===== src/rtl/pipe_sequencer_if.sv =====
// Handshake bundle between the pipe sequencer and the surrounding core datapath / debug port.
// The master side is the core and debug port; the slave side is the sequencer.
interface pipe_sequencer_if #(
  parameter int PC_W = 12
);
  logic            halt_req;
  logic            run_req;
  logic            step_req;
  logic            redirect_EX;
  logic [PC_W-1:0] target_EX;
  logic [4:0]      rs1_EX;
  logic [4:0]      rs2_EX;
  logic            regwrite_WB;
  logic [4:0]      rd_WB;

  logic [PC_W-1:0] pc_FETCH;
  logic            fetch_en;
  logic            valid_EX;
  logic            valid_WB;
  logic            fwd_a;
  logic            fwd_b;
  logic            halted;
  logic            step_ack;
  logic [31:0]     instret;

  modport master (
    output halt_req, run_req, step_req, redirect_EX, target_EX,
           rs1_EX, rs2_EX, regwrite_WB, rd_WB,
    input  pc_FETCH, fetch_en, valid_EX, valid_WB, fwd_a, fwd_b,
           halted, step_ack, instret
  );

  modport slave (
    input  halt_req, run_req, step_req, redirect_EX, target_EX,
           rs1_EX, rs2_EX, regwrite_WB, rd_WB,
    output pc_FETCH, fetch_en, valid_EX, valid_WB, fwd_a, fwd_b,
           halted, step_ack, instret
  );
endinterface


===== src/rtl/pipe_sequencer.sv =====
// Fetch/EX/WB sequencing for the two-stage RV32 core: fetch PC, stage valids, branch squash,
// WB->EX forwarding selects, halt/run/single-step debug control and retired-instruction count.
module pipe_sequencer #(
  parameter int              PC_W        = 12,
  parameter logic [PC_W-1:0] RESET_PC    = '0,
  parameter int              BOOT_CYCLES = 4
) (
  input logic             clk,
  input logic             rst,
  pipe_sequencer_if.slave bus
);

  localparam int CNT_W = (BOOT_CYCLES < 2) ? 1 : $clog2(BOOT_CYCLES + 1);

  typedef enum logic [2:0] {
    S_BOOT,
    S_RUN,
    S_HALT,
    S_STEP_IF,
    S_STEP_EX,
    S_STEP_WB
  } state_t;

  state_t           state;
  state_t           next_state;
  logic [CNT_W-1:0] boot_cnt;
  logic [PC_W-1:0]  pc;
  logic             valid_ex;
  logic             valid_wb;
  logic [31:0]      instret;
  logic             fetch_en;

  always_ff @(posedge clk or posedge rst) begin
    if (rst) begin
      state <= S_BOOT;
    end else begin
      state <= next_state;
    end
  end

  // The boot counter holds BOOT for BOOT_CYCLES cycles; a count of 0 or 1 both leave after one edge.
  always_comb begin
    next_state = state;
    fetch_en   = 1'b0;
    case (state)
      S_BOOT: begin
        if (boot_cnt <= CNT_W'(1)) next_state = S_RUN;
      end
      S_RUN: begin
        fetch_en = 1'b1;
        if (bus.halt_req) next_state = S_HALT;
      end
      S_HALT: begin
        if (!bus.halt_req && bus.run_req) next_state = S_RUN;
        else if (bus.step_req)            next_state = S_STEP_IF;
      end
      S_STEP_IF: begin
        fetch_en   = 1'b1;
        next_state = S_STEP_EX;
      end
      S_STEP_EX: next_state = S_STEP_WB;
      S_STEP_WB: next_state = S_HALT;
      default:   next_state = S_BOOT;
    endcase
  end

  always_ff @(posedge clk or posedge rst) begin
    if (rst) begin
      boot_cnt <= CNT_W'(BOOT_CYCLES);
    end else if (state == S_BOOT && boot_cnt != '0) begin
      boot_cnt <= boot_cnt - CNT_W'(1);
    end
  end

  // A taken branch in EX beats any fetch: the slot fetched behind it is turned into a bubble.
  always_ff @(posedge clk or posedge rst) begin
    if (rst) begin
      pc       <= RESET_PC;
      valid_ex <= 1'b0;
      valid_wb <= 1'b0;
      instret  <= '0;
    end else begin
      if (bus.redirect_EX && valid_ex) begin
        pc       <= bus.target_EX;
        valid_ex <= 1'b0;
      end else if (fetch_en) begin
        pc       <= pc + PC_W'(1);
        valid_ex <= 1'b1;
      end else begin
        valid_ex <= 1'b0;
      end
      valid_wb <= valid_ex;
      if (valid_wb) instret <= instret + 32'd1;
    end
  end

  assign bus.pc_FETCH = pc;
  assign bus.fetch_en = fetch_en;
  assign bus.valid_EX = valid_ex;
  assign bus.valid_WB = valid_wb;
  assign bus.instret  = instret;
  assign bus.halted   = (state == S_HALT);
  assign bus.step_ack = (state == S_STEP_WB);
  assign bus.fwd_a    = valid_wb && bus.regwrite_WB && (bus.rd_WB != 5'd0) && (bus.rd_WB == bus.rs1_EX);
  assign bus.fwd_b    = valid_wb && bus.regwrite_WB && (bus.rd_WB != 5'd0) && (bus.rd_WB == bus.rs2_EX);

endmodule


===== src/flat_wrapper.sv =====
// flat-port wrapper written by rule: the top's interface ports become plain ports
module pipe_sequencer_flat 
#(
  parameter int              PC_W        = 12,
  parameter logic [PC_W-1:0] RESET_PC    = '0,
  parameter int              BOOT_CYCLES = 4
)
  (clk, rst, bus_halt_req, bus_run_req, bus_step_req, bus_redirect_EX, bus_target_EX, bus_rs1_EX, bus_rs2_EX, bus_regwrite_WB, bus_rd_WB, bus_pc_FETCH, bus_fetch_en, bus_valid_EX, bus_valid_WB, bus_fwd_a, bus_fwd_b, bus_halted, bus_step_ack, bus_instret);
  pipe_sequencer_if #(.PC_W(PC_W)) bus_i ();
  input logic clk;
  input logic rst;
  input wire logic [$bits(bus_i.halt_req)-1:0] bus_halt_req;
  input wire logic [$bits(bus_i.run_req)-1:0] bus_run_req;
  input wire logic [$bits(bus_i.step_req)-1:0] bus_step_req;
  input wire logic [$bits(bus_i.redirect_EX)-1:0] bus_redirect_EX;
  input wire logic [$bits(bus_i.target_EX)-1:0] bus_target_EX;
  input wire logic [$bits(bus_i.rs1_EX)-1:0] bus_rs1_EX;
  input wire logic [$bits(bus_i.rs2_EX)-1:0] bus_rs2_EX;
  input wire logic [$bits(bus_i.regwrite_WB)-1:0] bus_regwrite_WB;
  input wire logic [$bits(bus_i.rd_WB)-1:0] bus_rd_WB;
  output wire logic [$bits(bus_i.pc_FETCH)-1:0] bus_pc_FETCH;
  output wire logic [$bits(bus_i.fetch_en)-1:0] bus_fetch_en;
  output wire logic [$bits(bus_i.valid_EX)-1:0] bus_valid_EX;
  output wire logic [$bits(bus_i.valid_WB)-1:0] bus_valid_WB;
  output wire logic [$bits(bus_i.fwd_a)-1:0] bus_fwd_a;
  output wire logic [$bits(bus_i.fwd_b)-1:0] bus_fwd_b;
  output wire logic [$bits(bus_i.halted)-1:0] bus_halted;
  output wire logic [$bits(bus_i.step_ack)-1:0] bus_step_ack;
  output wire logic [$bits(bus_i.instret)-1:0] bus_instret;
  assign bus_i.halt_req = bus_halt_req;
  assign bus_i.run_req = bus_run_req;
  assign bus_i.step_req = bus_step_req;
  assign bus_i.redirect_EX = bus_redirect_EX;
  assign bus_i.target_EX = bus_target_EX;
  assign bus_i.rs1_EX = bus_rs1_EX;
  assign bus_i.rs2_EX = bus_rs2_EX;
  assign bus_i.regwrite_WB = bus_regwrite_WB;
  assign bus_i.rd_WB = bus_rd_WB;
  assign bus_pc_FETCH = bus_i.pc_FETCH;
  assign bus_fetch_en = bus_i.fetch_en;
  assign bus_valid_EX = bus_i.valid_EX;
  assign bus_valid_WB = bus_i.valid_WB;
  assign bus_fwd_a = bus_i.fwd_a;
  assign bus_fwd_b = bus_i.fwd_b;
  assign bus_halted = bus_i.halted;
  assign bus_step_ack = bus_i.step_ack;
  assign bus_instret = bus_i.instret;
  pipe_sequencer #(.PC_W(PC_W), .RESET_PC(RESET_PC), .BOOT_CYCLES(BOOT_CYCLES)) u_core (.clk(clk), .rst(rst), .bus(bus_i));
endmodule

===== config.mk =====
export PLATFORM = sky130hd
export DESIGN_NAME = pipe_sequencer_flat
export DESIGN_NICKNAME = d
export VERILOG_FILES = /design/src/rtl/pipe_sequencer_if.sv /design/src/rtl/pipe_sequencer.sv /design/src/flat_wrapper.sv
export SDC_FILE = /design/constraint.sdc
export NUM_CORES = 1
export LEC_CHECK = 0
export CELL_PAD_IN_SITES_DETAIL_PLACEMENT = 1
export CELL_PAD_IN_SITES_GLOBAL_PLACEMENT = 2
export CORE_UTILIZATION = 26
export DETAILED_ROUTE_END_ITERATION = 8
export PLACE_DENSITY = 0.8
export SYNTH_ARGS = -nofsm -noshare
export SYNTH_HDL_FRONTEND = slang
export SYNTH_SLANG_ARGS = --single-unit

===== constraint.sdc =====
create_clock -name clk -period 1.8 [get_ports clk]
set_input_delay 0.54 -clock clk [delete_from_list [all_inputs] [get_ports clk]]
set_output_delay 0.54 -clock clk [all_outputs]
set_load 0.02 [all_outputs]

**Word-level counts from Yosys, hierarchy flattened**

Index checks and enable logic that the tools add are counted.

- Register bits after elaboration: 52
- Input port bits: 34
- Output and inout bits: 51
- Logic and storage cells: 44

- $add $sub $neg: 3
- Magnitude comparators: 1
- Eq/ne operators: 10
- Mux-type cells: 10
- Reductions and logical operators: 14

Operators with widths:

| cell | count |
|---|---|
| adder 32 x 1 -> 32 bit, second input constant | 1 |
| 2-to-1 mux 12 bit | 2 |
| one-hot mux 3 bit (6 select lines) | 1 |
| adder 12 x 1 -> 12 bit, second input constant | 1 |
| 2-to-1 mux 3 bit | 4 |
| == test 5 bit | 2 |
| logical AND 1 bit | 7 |
| == test 3 x 2 -> 1 bit, second input constant | 2 |
| == test 3 bit, second input constant | 2 |
| nonzero test 5 bit | 1 |
| == test 3 x 1 -> 1 bit, second input constant | 1 |
| <= comparator 3 x 1 -> 1 bit, second input constant | 1 |
| zero test 3 bit | 1 |
| 2-to-1 mux 1 bit | 3 |
| inequality test 3 x 2 -> 1 bit, second input constant | 1 |
| AND reduction 3 bit | 1 |
| nonzero test 3 bit | 1 |
| subtractor 3 x 1 -> 3 bit, second input constant | 1 |
| inequality test 2 x 1 -> 1 bit, second input constant | 1 |
| inequality test 2 bit, second input constant | 1 |
| nonzero test 2 bit | 1 |
| OR reduction 2 bit | 1 |
| zero test 1 bit | 1 |

**Longest topological paths before layout**

- Depth in word-level cells: 5
- Mapped depth: 6
- Depth with buffers taken out: 6

**Least setup slack after synthesis**

No wires, ideal clock.

- Path kind: register -> output
- From: reg u_core.valid_wb, in the netlist u_core.bus.valid_WB
- To: out bus_fwd_a
- Arrival time: 1523 ps
- Data required time: 1260 ps
- Path slack: -263 ps
- Cell stages (with the launch flop): 3
- Buffers on the path: 0
- Path through: dfrtp_1 -> o211ai_1 -> nor4_1

- Longest elaborated chain between the ends: 3

RTL lines:

| element | line | text |
|---|---|---|
| start: declaration | pipe_sequencer.sv:29 | `logic valid_wb;` |
| start signal: assignment | pipe_sequencer.sv:92 | `valid_wb <= valid_ex;` |
| logical AND 1 bit (3 in series) | pipe_sequencer.sv:104 | `assign bus.fwd_a = valid_wb && bus.regwrite_WB && (bus.rd_WB != 5'd0) && (bus.rd_WB == bus.rs1_EX);` |
| end: declaration | flat_wrapper.sv:25 | `output wire logic [$bits(bus_i.fwd_a)-1:0] bus_fwd_a;` |

Every way passes these cells.

**Final worst setup path**

- From: in bus_rd_WB[4]
- To: out bus_fwd_b

- Longest elaborated chain between the ends: 3
- Elaborated cells between the ends (all ways): 4
- Those cells by class: eq/ne: 1; reduce/logical: 3

RTL lines:

| element | line | text |
|---|---|---|
| start: declaration | flat_wrapper.sv:20 | `input wire logic [$bits(bus_i.rd_WB)-1:0] bus_rd_WB;` |
| nonzero test 5 bit | pipe_sequencer.sv:105 | `assign bus.fwd_b = valid_wb && bus.regwrite_WB && (bus.rd_WB != 5'd0) && (bus.rd_WB == bus.rs2_EX);` |
| logical AND 1 bit | pipe_sequencer.sv:105 |  |
| logical AND 1 bit * | pipe_sequencer.sv:105 |  |
| end: declaration | flat_wrapper.sv:26 | `output wire logic [$bits(bus_i.fwd_b)-1:0] bus_fwd_b;` |

Mark *: on every way between the ends. The rest lies on a longest branch, timed or not.

==> out/summary.txt <==
SYNTH
--------------------------------------------------------------------------------------------------------
Net count after synthesis                                                                            292
Warnings, synthesis                                                                                    0
Share of the synthesized area in the top cell type                                                 47.5%
Top FF cell, synth                                                                               dfrtp_1
Top cells by area, synth                                                                    dfrtp_1, xnor2_1, xor2_1
Ys async rst share                                                                                  100%
Post-Synthesis Cell Area                                                                     0.00269 mm²
Number of enable-type register cells in the synthesized netlist                                        0
Count of state elements after synthesis                                                               52
Cell variety after synth                                                                              35
Synthesized instance count                                                                           254
Largest area contributor in the netlist                                                          dfrtp_1
Avg Inst Size Synth                                                                             10.6 µm²
Seq/Total Area, Yosys                                                                              48.5%

CTS
--------------------------------------------------------------------------------------------------------
Total clock sinks                                                                                     52
CTS H-tree lvls                                                                                        2
Post-CTS clock slew at the launch and capture registers of the worst setup and hold paths        0.10 ns
TritonCTS Buffers                                                                                      5
Worst skew pair latency                                                                          0.30 ns
CTS tree                                                                                            done
Cell at the root of the clock tree                                                              clkbuf_8
Hold buffer count at CTS                                                                               0
Buffer levels on the longest clock path                                                                2

GLOBAL ROUTE
--------------------------------------------------------------------------------------------------------
Remaining Overflow, GRT                                                                                0
Global router's overall resource usage                                                             13.7%
Wire length of the first global-routing pass                                                   12,000 µm
Number of antenna violations at the first check in global routing                                      0
Number of global-route vias before repair                                                          2,420
Pin count of the biggest net entering global routing                                                  53

FINISH
--------------------------------------------------------------------------------------------------------
Number of diodes added for antenna fixing                                                              0
Fill cell total of the finished layout                                                             1,138
Filler-free cell count of the finished design                                                        500
Post-route cell area                                                                         0.00395 mm²
Register Area                                                                                0.00130 mm²
Layout net count                                                                                     404
Total area of multi-input combinational cells                                                0.00134 mm²
Area growth from synthesis to layout                                                               47.3%
Ratio of cells with drive above 1 in the final layout                                              17.4%

FLOORPLAN
--------------------------------------------------------------------------------------------------------
Initial cell density of the core                                                                   27.1%
DIE HEIGHT                                                                                        104 µm
Overall die width                                                                                 104 µm
Die area                                                                                      0.0107 mm²
IO Count                                                                                              85
Placeable Area                                                                               0.00991 mm²
Site row count                                                                                        36

PLACED DESIGN
--------------------------------------------------------------------------------------------------------
GP Congestion                                                                                      0.721
Post-DP HPWL                                                                                     5240 µm
Cell count after placement                                                                           488
Port Buffer Count                                                                                     84
Instance area at placement                                                                   0.00387 mm²

DRT
--------------------------------------------------------------------------------------------------------
Detailed route wirelength on metal3                                                               233 µm
Highest metal layer with signal wires                                                               met4
Number of vias after detailed routing                                                              2,251
Routed length on met1                                                                            3070 µm
Remaining antenna violation count after routing                                                        0
Routed WL                                                                                        6910 µm
Number of vias per cell                                                                             4.50
Number of DRC violations after detailed-routing iteration 0                                           35
Routed length per placed instance                                                                13.8 µm
# DRC                                                                                                  0
First-pass detailed-route iteration total                                                              4
Detailed route wirelength on metal2                                                              3570 µm

CRITICAL PATH
--------------------------------------------------------------------------------------------------------
Capturing element type of the critical path                                                 primary output
Worst path most repeated cell                                                                      buf_4
CP max-delay cell                                                                                  or4_4
Cell-by-cell trace of the critical path                                                     buf_6 > or4_4 > o211ai_1 > buf_4 > nor4_2 > buf_4
Type of the worst setup path                                                                      in2out
Setup crit start kind                                                                       primary input
Arrival time at the worst endpoint                                                               1.76 ns
Maximum fanout encountered on the critical timing path                                                 2
Delay of the slowest cell on the worst path                                                      0.52 ns
Endpoint required time on the critical path                                                      1.26 ns

STA
--------------------------------------------------------------------------------------------------------
Unrepaired setup endpoints after global routing                                                     true
Final count of negative-setup-slack endpoints                                                          2
Setup WS post-layout                                                                           -0.496 ns
Setup skew after layout                                                                       0.00568 ns
Relative max-transition margin                                                                     67.4%
Final Hold Violating Endpoints                                                                         0
Shortest period the worst path allows                                                            2.30 ns
Pins Over Slew Limit                                                                                   0
Final period utilization                                                                            128%
Highest attainable clock frequency                                                             0.436 GHz
Final Hold Slack                                                                                0.401 ns
Slew @ Worst Pin                                                                                0.485 ns

FLOW RUN
--------------------------------------------------------------------------------------------------------
Number of maximum-capacitance constraint violations                                                    0

MIN PATH
--------------------------------------------------------------------------------------------------------
Path class of the lowest-slack min-delay path                                                    reg2reg

PWR
--------------------------------------------------------------------------------------------------------
Power Density                                                                                1150 mW/mm²
Power consumption                                                                                4.54 mW
Leak                                                                                             1.83 nW
Maximum VDD drop                                                                                0.589 mV

OUTCOME
--------------------------------------------------------------------------------------------------------
Result of the run                                                                           finished, violations left
Violations in the final reports                                                             setup timing

where the power goes:
part / total, mW / switching (mW) / internal, mW
combinational: 2.04 / 1.08 / 0.962
clock: 0.806 / 0.392 / 0.414
sequential: 1.70 / 0.266 / 1.43
cells by family after synthesis:
logic type	synth area share, %
AOI/OAI and AO/OA	4.38
xor gates and xnor gates	17.3
adders and majority gates	1.86
buffers and inverters	2.75
DFF	48.5
muxes	0.792
and+or+nand+nor	24.4
synth_stat cells (4+ instances only):
master and n:
nand4_4 4, o21ai_0 16, xor2_1 14, nand2_1 29
and2_1 5, nand4_1 19, dfrtp_1 51, ha_1 4
nor3_1 6, xnor2_1 39, inv_1 11, nand3_1 9
nor2_1 12
layer usage:
| metal | vias up | track usage, % |
|---|---|---|
| met5 | - | 0 |
| met4 | 0 | 2.17 |
| li1 | 1099 | - |
| met3 | 2 | 2.89 |
| met2 | 48 | 25.2 |
| met1 | 1102 | 16.4 |
cell type report:
class                   count  area share [%]
multi-input cells         185            34.0
inverters                  11            1.04
clock inverters             2           0.886
clock buffers               6            1.84
flip-flops and latches     52            33.0
repair buffers            111            25.1
well taps                 133            4.21
sequential cells by signal (all words and copies together), names as in the netlist:
signal / count
u_core.bus.instret: 32
u_core.boot_cnt: 3
u_core.bus.valid_EX: 1
u_core.bus.valid_WB: 1
u_core.state: 3
u_core.bus.pc_FETCH: 12
critical path, delay by kind of cell:
family,cells,cell delay [ns]
AO/OA/AOI/OAI,1,0.25
AND/OR/NAND/NOR,2,0.56
buffers and inverters,3,0.40
repair_timing:
item,in CTS,in global routing
setup endpoints to repair,51,6
resized for setup,93,10
pin swaps,8,2
buffers inserted,4,0
placed cells by master (no fill, tap or decap), types with 5 or more instances in the layout:
master	netlist	layout
buf_4	0	27
clkbuf_8	0	5
xnor2_1	39	39
nand3_1	9	9
nor2_1	12	11
xor2_1	14	14
dlygate4sd2_1	0	49
nand2_1	29	29
clkdlybuf4s50_1	0	25
dfrtp_1	51	50
nand4_1	19	19
o21ai_0	16	16
inv_1	11	10
nor3_1	6	6
final timing paths:
check	from	end	slack [ns]	cells after the start
min in group asynchronous	rst	u_core.bus.instret[17]	0.62	3
max in group asynchronous	rst	u_core.boot_cnt[2]	0.90	3
hold / removal	u_core.bus.valid_EX	u_core.bus.valid_WB	0.40	0
hold reg to reg	u_core.bus.valid_EX	u_core.bus.valid_WB	0.40	0
setup reg to reg	u_core.state[2]	u_core.bus.pc_FETCH[11]	0.17	6
setup / recovery	bus_rd_WB[4]	bus_fwd_b	-0.50	6
metrics by stage:
| stage | utilization (%) | setup WS [ns] | setup TNS, ns |
|---|---|---|---|
| 2_1_floorplan | - | -0.170 | -0.340 |
| 4_1_cts | 39.8 | -0.452 | -0.899 |
| 6_report | 39.9 | -0.496 | -0.988 |
| 5_1_grt | 39.9 | -0.538 | -1.07 |
| 3_5_place_dp | 39.1 | -1.19 | -2.44 |
| 3_3_place_gp | 39.1 | -1.10 | -2.30 |
(Power assumes the default switching activity.)
